`config.mk`:
```
export PLATFORM = sky130hd
export DESIGN_NAME = sc_datamem_io
export DESIGN_NICKNAME = d
export VERILOG_FILES = /design/src/rtl/sc_io_pkg.sv /design/src/rtl/io_in_sync.sv /design/src/rtl/sc_datamem_io.sv
export SDC_FILE = /design/constraint.sdc
export NUM_CORES = 1
export LEC_CHECK = 0
export CAP_MARGIN = 10
export CORE_UTILIZATION = 50
export DETAILED_ROUTE_END_ITERATION = 8
export HOLD_SLACK_MARGIN = 0.06
export PLACE_DENSITY_LB_ADDON = 0.1
export SLEW_MARGIN = 20
export SYNTH_ARGS = -nofsm -noshare
export SYNTH_HDL_FRONTEND = slang
export SYNTH_HIERARCHICAL = 1
export SYNTH_SLANG_ARGS = --single-unit
```
`constraint.sdc`:
```
create_clock -name clock -period 3.7 [get_ports clock]
set_clock_uncertainty 0.2 [all_clocks]
set_input_delay 0.555 -clock clock [delete_from_list [all_inputs] [get_ports clock]]
set_output_delay 0.555 -clock clock [all_outputs]
set_load 0.01 [all_outputs]
```
`src/rtl/sc_io_pkg.sv`:
```
// Shared constants for the data-memory / memory-mapped I/O block: I/O word
// offsets and the RAM/I/O select bit position.
package sc_io_pkg;

  localparam int OFS_OUT  = 0;
  localparam int OFS_IN   = 16;
  localparam int OFS_CNT  = 28;
  localparam int OFS_MASK = 29;
  localparam int OFS_FLAG = 30;

  // Address bit that selects I/O over RAM for a RAM of mem_words 32-bit words.
  function automatic int io_bit(input int mem_words);
    return $clog2(mem_words) + 2;
  endfunction

endpackage

```
`src/rtl/io_in_sync.sv`:
```
// One input channel: two-flop synchroniser, history register and a sticky
// change flag that is cleared by clr_i unless a new change arrives that edge.
module io_in_sync #(
  parameter int IN_W = 4
) (
  input  logic            clock,
  input  logic            reset,
  input  logic [IN_W-1:0] pin_i,
  input  logic            clr_i,
  output logic [IN_W-1:0] sync_o,
  output logic            flag_o
);

  logic [IN_W-1:0] s1_q, s2_q, s3_q;
  logic            flag_q, flag_d;

  // Set has priority over clear so a change is never lost to a racing W1C.
  assign flag_d = (s2_q != s3_q) | (flag_q & ~clr_i);

  // NOTE: non-blocking assignments let the shift chain s1->s2->s3 update as
  // one edge; blocking would collapse it into a single stage.
  always_ff @(posedge clock) begin
    if (reset) begin
      s1_q   <= '0;
      s2_q   <= '0;
      s3_q   <= '0;
      flag_q <= 1'b0;
    end else begin
      s1_q   <= pin_i;
      s2_q   <= s1_q;
      s3_q   <= s2_q;
      flag_q <= flag_d;
    end
  end

  assign sync_o = s2_q;
  assign flag_o = flag_q;

endmodule

```
`src/rtl/sc_datamem_io.sv`:
```
// CPU data port: word-addressed byte-enabled RAM plus an I/O register file with
// output registers, synchronised inputs with change flags, irq mask and counter.
module sc_datamem_io
  import sc_io_pkg::*;
#(
  parameter int MEM_WORDS = 32,
  parameter int N_IN      = 3,
  parameter int IN_W      = 4,
  parameter int N_OUT     = 3
) (
  input  logic                   clock,
  input  logic                   reset,
  input  logic [31:0]            addr,
  input  logic [31:0]            datain,
  input  logic                   we,
  input  logic [3:0]             be,
  output logic [31:0]            dataout,
  input  logic [N_IN*IN_W-1:0]   in_port,
  output logic [N_OUT*32-1:0]    out_port,
  output logic                   irq
);

  localparam int IO_BIT = io_bit(MEM_WORDS);
  localparam int AW     = IO_BIT - 2;

  logic          io_sel;
  logic [AW-1:0] word_idx;
  logic [4:0]    ofs;
  logic          io_wr, ram_wr;
  logic          unused_addr;

  assign io_sel      = addr[IO_BIT];
  assign word_idx    = addr[IO_BIT-1:2];
  assign ofs         = addr[6:2];
  assign io_wr       = we & io_sel & (be == 4'hF);
  assign ram_wr      = we & ~io_sel & ~reset;
  assign unused_addr = ^{addr[31:IO_BIT+1], addr[1:0]};

  logic [31:0]     mem [MEM_WORDS];
  logic [31:0]     out_q [N_OUT];
  logic [N_IN-1:0] mask_q;
  logic [31:0]     cnt_q;
  logic [31:0]     dout_q;
  logic            irq_q;
  logic [31:0]     io_rdata;

  logic [IN_W-1:0] sync_in [N_IN];
  logic [N_IN-1:0] chg_flag, flag_clr;

  assign flag_clr = {N_IN{io_wr && (ofs == 5'(OFS_FLAG))}} & datain[N_IN-1:0];

  for (genvar i = 0; i < N_IN; i++) begin : g_in
    io_in_sync #(.IN_W(IN_W)) u_sync (
      .clock  (clock),
      .reset  (reset),
      .pin_i  (in_port[i*IN_W +: IN_W]),
      .clr_i  (flag_clr[i]),
      .sync_o (sync_in[i]),
      .flag_o (chg_flag[i])
    );
  end

  for (genvar j = 0; j < N_OUT; j++) begin : g_out
    assign out_port[j*32 +: 32] = out_q[j];
  end

  // NOTE: every path assigns io_rdata after its default, so no latch forms.
  always_comb begin
    io_rdata = '0;
    for (int j = 0; j < N_OUT; j++)
      if (ofs == 5'(OFS_OUT + j)) io_rdata = out_q[j];
    for (int i = 0; i < N_IN; i++)
      if (ofs == 5'(OFS_IN + i)) io_rdata = 32'(sync_in[i]);
    // The counter reads as the value it takes on the read edge.
    if (ofs == 5'(OFS_CNT))  io_rdata = cnt_q + 32'd1;
    if (ofs == 5'(OFS_MASK)) io_rdata = 32'(mask_q);
    if (ofs == 5'(OFS_FLAG)) io_rdata = 32'(chg_flag);
  end

  // NOTE: the RAM array has no reset so it maps onto block/distributed RAM.
  always_ff @(posedge clock) begin
    if (ram_wr)
      for (int k = 0; k < 4; k++)
        if (be[k]) mem[word_idx][8*k +: 8] <= datain[8*k +: 8];
  end

  always_ff @(posedge clock) begin
    if (reset) begin
      for (int j = 0; j < N_OUT; j++) out_q[j] <= '0;
      mask_q <= '0;
      cnt_q  <= '0;
      dout_q <= '0;
      irq_q  <= 1'b0;
    end else begin
      for (int j = 0; j < N_OUT; j++)
        if (io_wr && (ofs == 5'(OFS_OUT + j))) out_q[j] <= datain;
      if (io_wr && (ofs == 5'(OFS_MASK))) mask_q <= datain[N_IN-1:0];
      cnt_q  <= (io_wr && (ofs == 5'(OFS_CNT))) ? datain : cnt_q + 32'd1;
      dout_q <= io_sel ? io_rdata : mem[word_idx];
      irq_q  <= |(chg_flag & mask_q);
    end
  end

  assign dataout = dout_q;
  assign irq     = irq_q;

endmodule

```
After elaboration in Yosys (flattened, before gate mapping)
Memory sizes are Yosys's and may differ from the RTL's.
Index checks and enable logic that the tools add are counted.
- add/sub/neg operators: 1
- multipliers: 0
- divide/modulo/power cells: 0
- magnitude comparators: 0
- equality and inequality tests: 12
- shifts and indexed selects: 0
- mux-type cells: 37
- bitwise gates (word level): 20
- reduce and logical (&&, ||, !) cells: 8
- operator list (cell ; number):
    $mux 32 ; 14
    $add 32x1->32 const B ; 1
    $eq 5x5->1 const B ; 6
    $mux 1 ; 23
    $ne 4x4->1 ; 3
    $and 1x1->1 ; 7
    $and 3x3->3 ; 2
    $logic_and 1x1->1 ; 6
    $or 1x1->1 ; 6
    $eq 5x1->1 const B ; 1
    $eq 5x2->1 const B ; 1
    $logic_not 5->1 ; 1
    $not 1->1 ; 5
    $eq 4x4->1 const B ; 1
    $reduce_or 3->1 ; 1
- bits in registers: 107
- bits in latches: 0
- memory bits (writable): 1120
- memory bits (read-only): 0
- bits of input ports: 83
- output and inout port bits: 129
- logic and storage cells: 96
- memories kept: 2
- memory list (memory ; words ; bits a word ; rd ports ; clocked after memory_dff ; write ports ; line ; source):
    mem ; 32 ; 32 ; 1 ; 0 ; 1 ; sc_datamem_io.sv:39 ; logic [31:0] mem [MEM_WORDS];
    out_q ; 3 ; 32 ; 3 ; 0 ; 3 ; sc_datamem_io.sv:40 ; logic [31:0] out_q [N_OUT];

Longest topological paths before layout
- depth after elaboration: 11
- mapped depth: 10

By module
The synthesis kept the hierarchy.
- modules (own cells, without submodules) (module ; times used ; cells an instance ; area each (sq um) ; sequential area each (sq um)):
    sc_datamem_io ; 1 ; 2524 ; 46616.0 ; 34993.6
    io_in_sync ; 3 ; 33 ; 395.4 ; 260.2

Worst setup path before layout
Ideal clock, no wire load.
- kind: input-to-reg
- start: input addr[2]
- end: memory out_q[1][0] (netlist: out_q[0][32]) (enable)
- setup time: 428 ps
- arrival: 3288 ps
- required time: 3072 ps
- setup slack: -216 ps
- stages on the path: 8
- buffers on the path: 5
- cells stage by stage: buf_6 buf_4 nor2b_1 clkbuf_1 buf_2 buf_1 nand2_1 o21bai_1
- RTL lines (item ; line ; source):
    start, declared ; sc_datamem_io.sv:13 ; input logic [31:0] addr,
    end, declared ; sc_datamem_io.sv:40 ;

Worst setup path in the final report
- start: register cnt_q[2]
- end: register dout_q[31] (netlist: dataout[31])
- word-level cells in the longest chain between the ends: 5
- ends and longest elaborated chain (item ; line ; source):
    start, declared ; sc_datamem_io.sv:42 ; logic [31:0] cnt_q;
    start signal, assigned ; sc_datamem_io.sv:98 ; cnt_q <= (io_wr && (ofs == 5'(OFS_CNT))) ? datain : cnt_q + 32'd1;
    $add 32x1->32 ; sc_datamem_io.sv:75 ; if (ofs == 5'(OFS_CNT)) io_rdata = cnt_q + 32'd1;
    $mux 32 ; sc_datamem_io.sv:75 ;
    $mux 32 ; sc_datamem_io.sv:76 ; if (ofs == 5'(OFS_MASK)) io_rdata = 32'(mask_q);
    $mux 32 ; sc_datamem_io.sv:77 ; if (ofs == 5'(OFS_FLAG)) io_rdata = 32'(chg_flag);
    $mux 32 ; sc_datamem_io.sv:99 ; dout_q <= io_sel ? io_rdata : mem[word_idx];
    end signal, assigned ; sc_datamem_io.sv:99 ;
    end, declared ; sc_datamem_io.sv:43 ; logic [31:0] dout_q;
No other way between the ends.
A chain may end at the register's enable or synchronous reset.

==> impl_metrics.yaml <==
outcome:
  status: "completed"
global_routing:
  use_met1_pct: 37.1
  grt_use_met2_pct: 45.9
  grt.met3_usage_pct: 5.63
  track_usage_pct: 27.8
  busiest_layer: "met2"
  grt_overflow: 0
  antenna_found_initial: 5
  grt_pass1_vias: 27203
  grt_pass1_wl_um: 191000
  grt_max_degree: 72
yosys:
  synth_edf_count: 1120
  netlist_area_um2: 47800
  ys_seq_elements: 1227
  yosysWarnings: 6
  ys_async_sr_fraction_pct: 0
  synth_ff_type: "edfxtp_1"
  synth_area_leaders: "edfxtp_1 (70%), mux4_2 (9.2%), dfxtp_1 (4.5%)"
  synth.avg_cell_area_um2: 18.2
  ys_types: 78
  synth-seq-area-share_pct: 74.8
  synth_top_area_cell: "edfxtp_1"
  synth_nets: 2707
  yosysTopAreaCellShare_pct: 70.4
  synthCells: 2623
cells_and_area:
  final_cell_mix: "edfxtp_1 (1120), buf_4 (274), nor2_1 (213)"
  fill_cells: 6935
  ff_latch_area_um2: 35800
  fin_area_um2: 56900
  multiInputGateArea_um2: 11300
  mostFrequentLayoutCell: "edfxtp_1"
  final_nets: 3162
  drive_gt1_share_pct: 21.9
  finish.utilization_pct: 60.0
  syn_to_final_growth_pct: 19.1
floorplanning:
  start_util_pct: 50.4
  row_count: 113
  core_um2: 94900
  die_area_um2: 96800
  die_x_um: 311
  die_h_um: 311
  ios: 212
critical_path:
  worstPathMaxFanout: 8
  r2r-start: "cnt_q[2]"
  crit_top_cell: "nand4_1"
  cpPeakStageDelay_ps: 840
  required_ps: 4120
  r2r_setup_slack_ps: 960
  slowest_stage: "nor4_2"
  crit_type: "reg -> reg"
  worstRegToRegCells: 5
  end_kind: "register"
  crit_chain: "nand4_1 -> nor4_2 -> nand4_1 -> xnor2_1 -> a211o_1"
  crit_path_start_kind: "register"
  rr_endpoint: "dataout[31]"
  critPathTopFamily: "simple AND/OR/NAND/NOR gates"
  crit_arrival_ps: 3160
  path_buf_inv: 0
cts:
  cts_made_buffers: 130
  clk_path_buf_depth: 3
  post_cts_resized: 0
  clock_latency_ps: 750
  cts_tree: "yes"
  clkTransAtPathRegs_ps: 70
  cts_sinks: 1227
  h-tree-depth: 4
  clk_root_buffer_cell: "clkbuf_16"
routing:
  drc: 0
  drtPass1Iterations: 5
  antenna_left: 0
  drt_wl_total_um: 134000
  wl_per_cell_um: 30.1
  drt_iter0_markers: 2999
  num_vias: 27001
  viasPerCell: 6.09
timing:
  rsz0062_at_grt: "false"
  setup_ws_ps: 961
  holdWs_ps: 154
  fmax_ghz: 0.365
  hold_viol_final: 0
  final_max_slew_viol_count: 0
  setup_violations: 0
  slew_headroom_pct: 23.7
  period_needed_ps: 2740
  period_share_pct: 74.0
  worst_pin_slew_ps: 1140
  final.setup.tns_ps: 0
power:
  ir_drop_v: 0.000492
  p_per_area_nw_per_um2: 510
  leakagePower_nw: 18.7
place:
  placed_area_um2: 53100
  io_buffers: 185
  place_congestion: 0.906
  detailedPlace.worstSlack_ps: 300
  dp_hpwl_um: 91800
min_path:
  min_path_type: "in -> reg"
  whs_path_depth: 1
  whs_endpoint: "mem[28][11]"
  min-delay-start: "datain[11]"
job:
  drv_cap: 0
## state kept, by name, indices dropped and copies added (netlist names)
name                flops
g_in.u_sync/s3_q       12
g_in.u_sync/s1_q       12
mem                  1024
irq                     1
out_q                  96
g_in.u_sync/flag_o      3
g_in.u_sync/sync_o     12
dataout                32
mask_q                  3
cnt_q                  32
## logic make-up after synthesis
kind of cell | Yosys count | synth area share (%)
flops | 1227 | 74.8
compound gates | 331 | 5.03
buf+inv | 170 | 1.62
simple gates | 507 | 5.35
xor+xnor | 45 | 0.825
fa+ha+maj | 1 | 0.0262
mux | 342 | 12.3
## timing repair
item	CTS	global route
hold buffers	1	0
buffers inserted	0	0
hold endpoints to repair	9	0
## power breakdown
part | switching [mW] | internal, mW
registers | 0.0803 | 15.2
logic | 1.04 | 0.687
clock network | 5.11 | 6.84
total | 6.24 | 22.8
## worst reg2reg max path: cells and delay by family, from the launching register on
family / cells / cell delay (ps)
compound gates: 1 / 290
xor+xnor: 1 / 220
flops: 1 / 420
simple gates: 3 / 1480
## per-stage QoR
step           power [mW]  std cells
5_1_grt              29.8       4435
4_1_cts              29.2       4435
3_3_place_gp         17.3       4210
6_report             29.0       4436
2_1_floorplan        16.3       2623
3_5_place_dp         17.3       4210
## worst max-delay path by stage
stage	end	cells past startpoint	start	slack, ps
floorplan	out_q[0][32]	8	addr[2]	460
global placement	dataout[15]	6	addr[2]	290
detailed placement	dataout[23]	7	addr[2]	300
CTS	dataout[31]	5	cnt_q[2]	990
global route	dataout[31]	5	cnt_q[2]	820
finish	dataout[31]	5	cnt_q[2]	960
## synthesized netlist by cell type (7+ instances only)
| cell | instances |
|---|---|
| xor2_1 | 19 |
| buf_4 | 8 |
| nand2_1 | 61 |
| edfxtp_1 | 1120 |
| a22oi_1 | 93 |
| xnor2_1 | 26 |
| buf_2 | 67 |
| o22ai_1 | 55 |
| and2_1 | 36 |
| inv_1 | 11 |
| nor2_1 | 215 |
| mux2i_1 | 137 |
| clkbuf_1 | 69 |
| mux4_2 | 196 |
| dfxtp_1 | 107 |
| a41o_1 | 12 |
| nor2b_1 | 38 |
| or4_1 | 8 |
| a22o_1 | 14 |
| mux2_2 | 9 |
| nand2b_1 | 7 |
| o21ai_0 | 14 |
| and4_1 | 7 |
| nand4_1 | 22 |
| nor3_1 | 20 |
| o221ai_1 | 19 |
| a211oi_1 | 43 |
| a21oi_1 | 39 |
| nand3_1 | 32 |
| and3_1 | 11 |
| buf_1 | 12 |
## layout make-up
type | instances | share of cell area [%]
multi-input cells | 1226 | 19.9
clock buffers | 162 | 6.06
clock inverters | 62 | 0.697
inverters | 11 | 0.0725
well taps | 1265 | 2.78
repair buffers | 482 | 7.62
diodes | 1 | 0.00440
flip-flops and latches | 1227 | 62.9
## per-layer routing
| metal | vias up | routed length, um |
|---|---|---|
| met5 | - | 27 |
| li1 | 11534 | - |
| met4 | 4 | 3840 |
| met3 | 229 | 10200 |
| met2 | 1185 | 66400 |
| met1 | 14049 | 53000 |
Power figures use the tool's default switching activity.
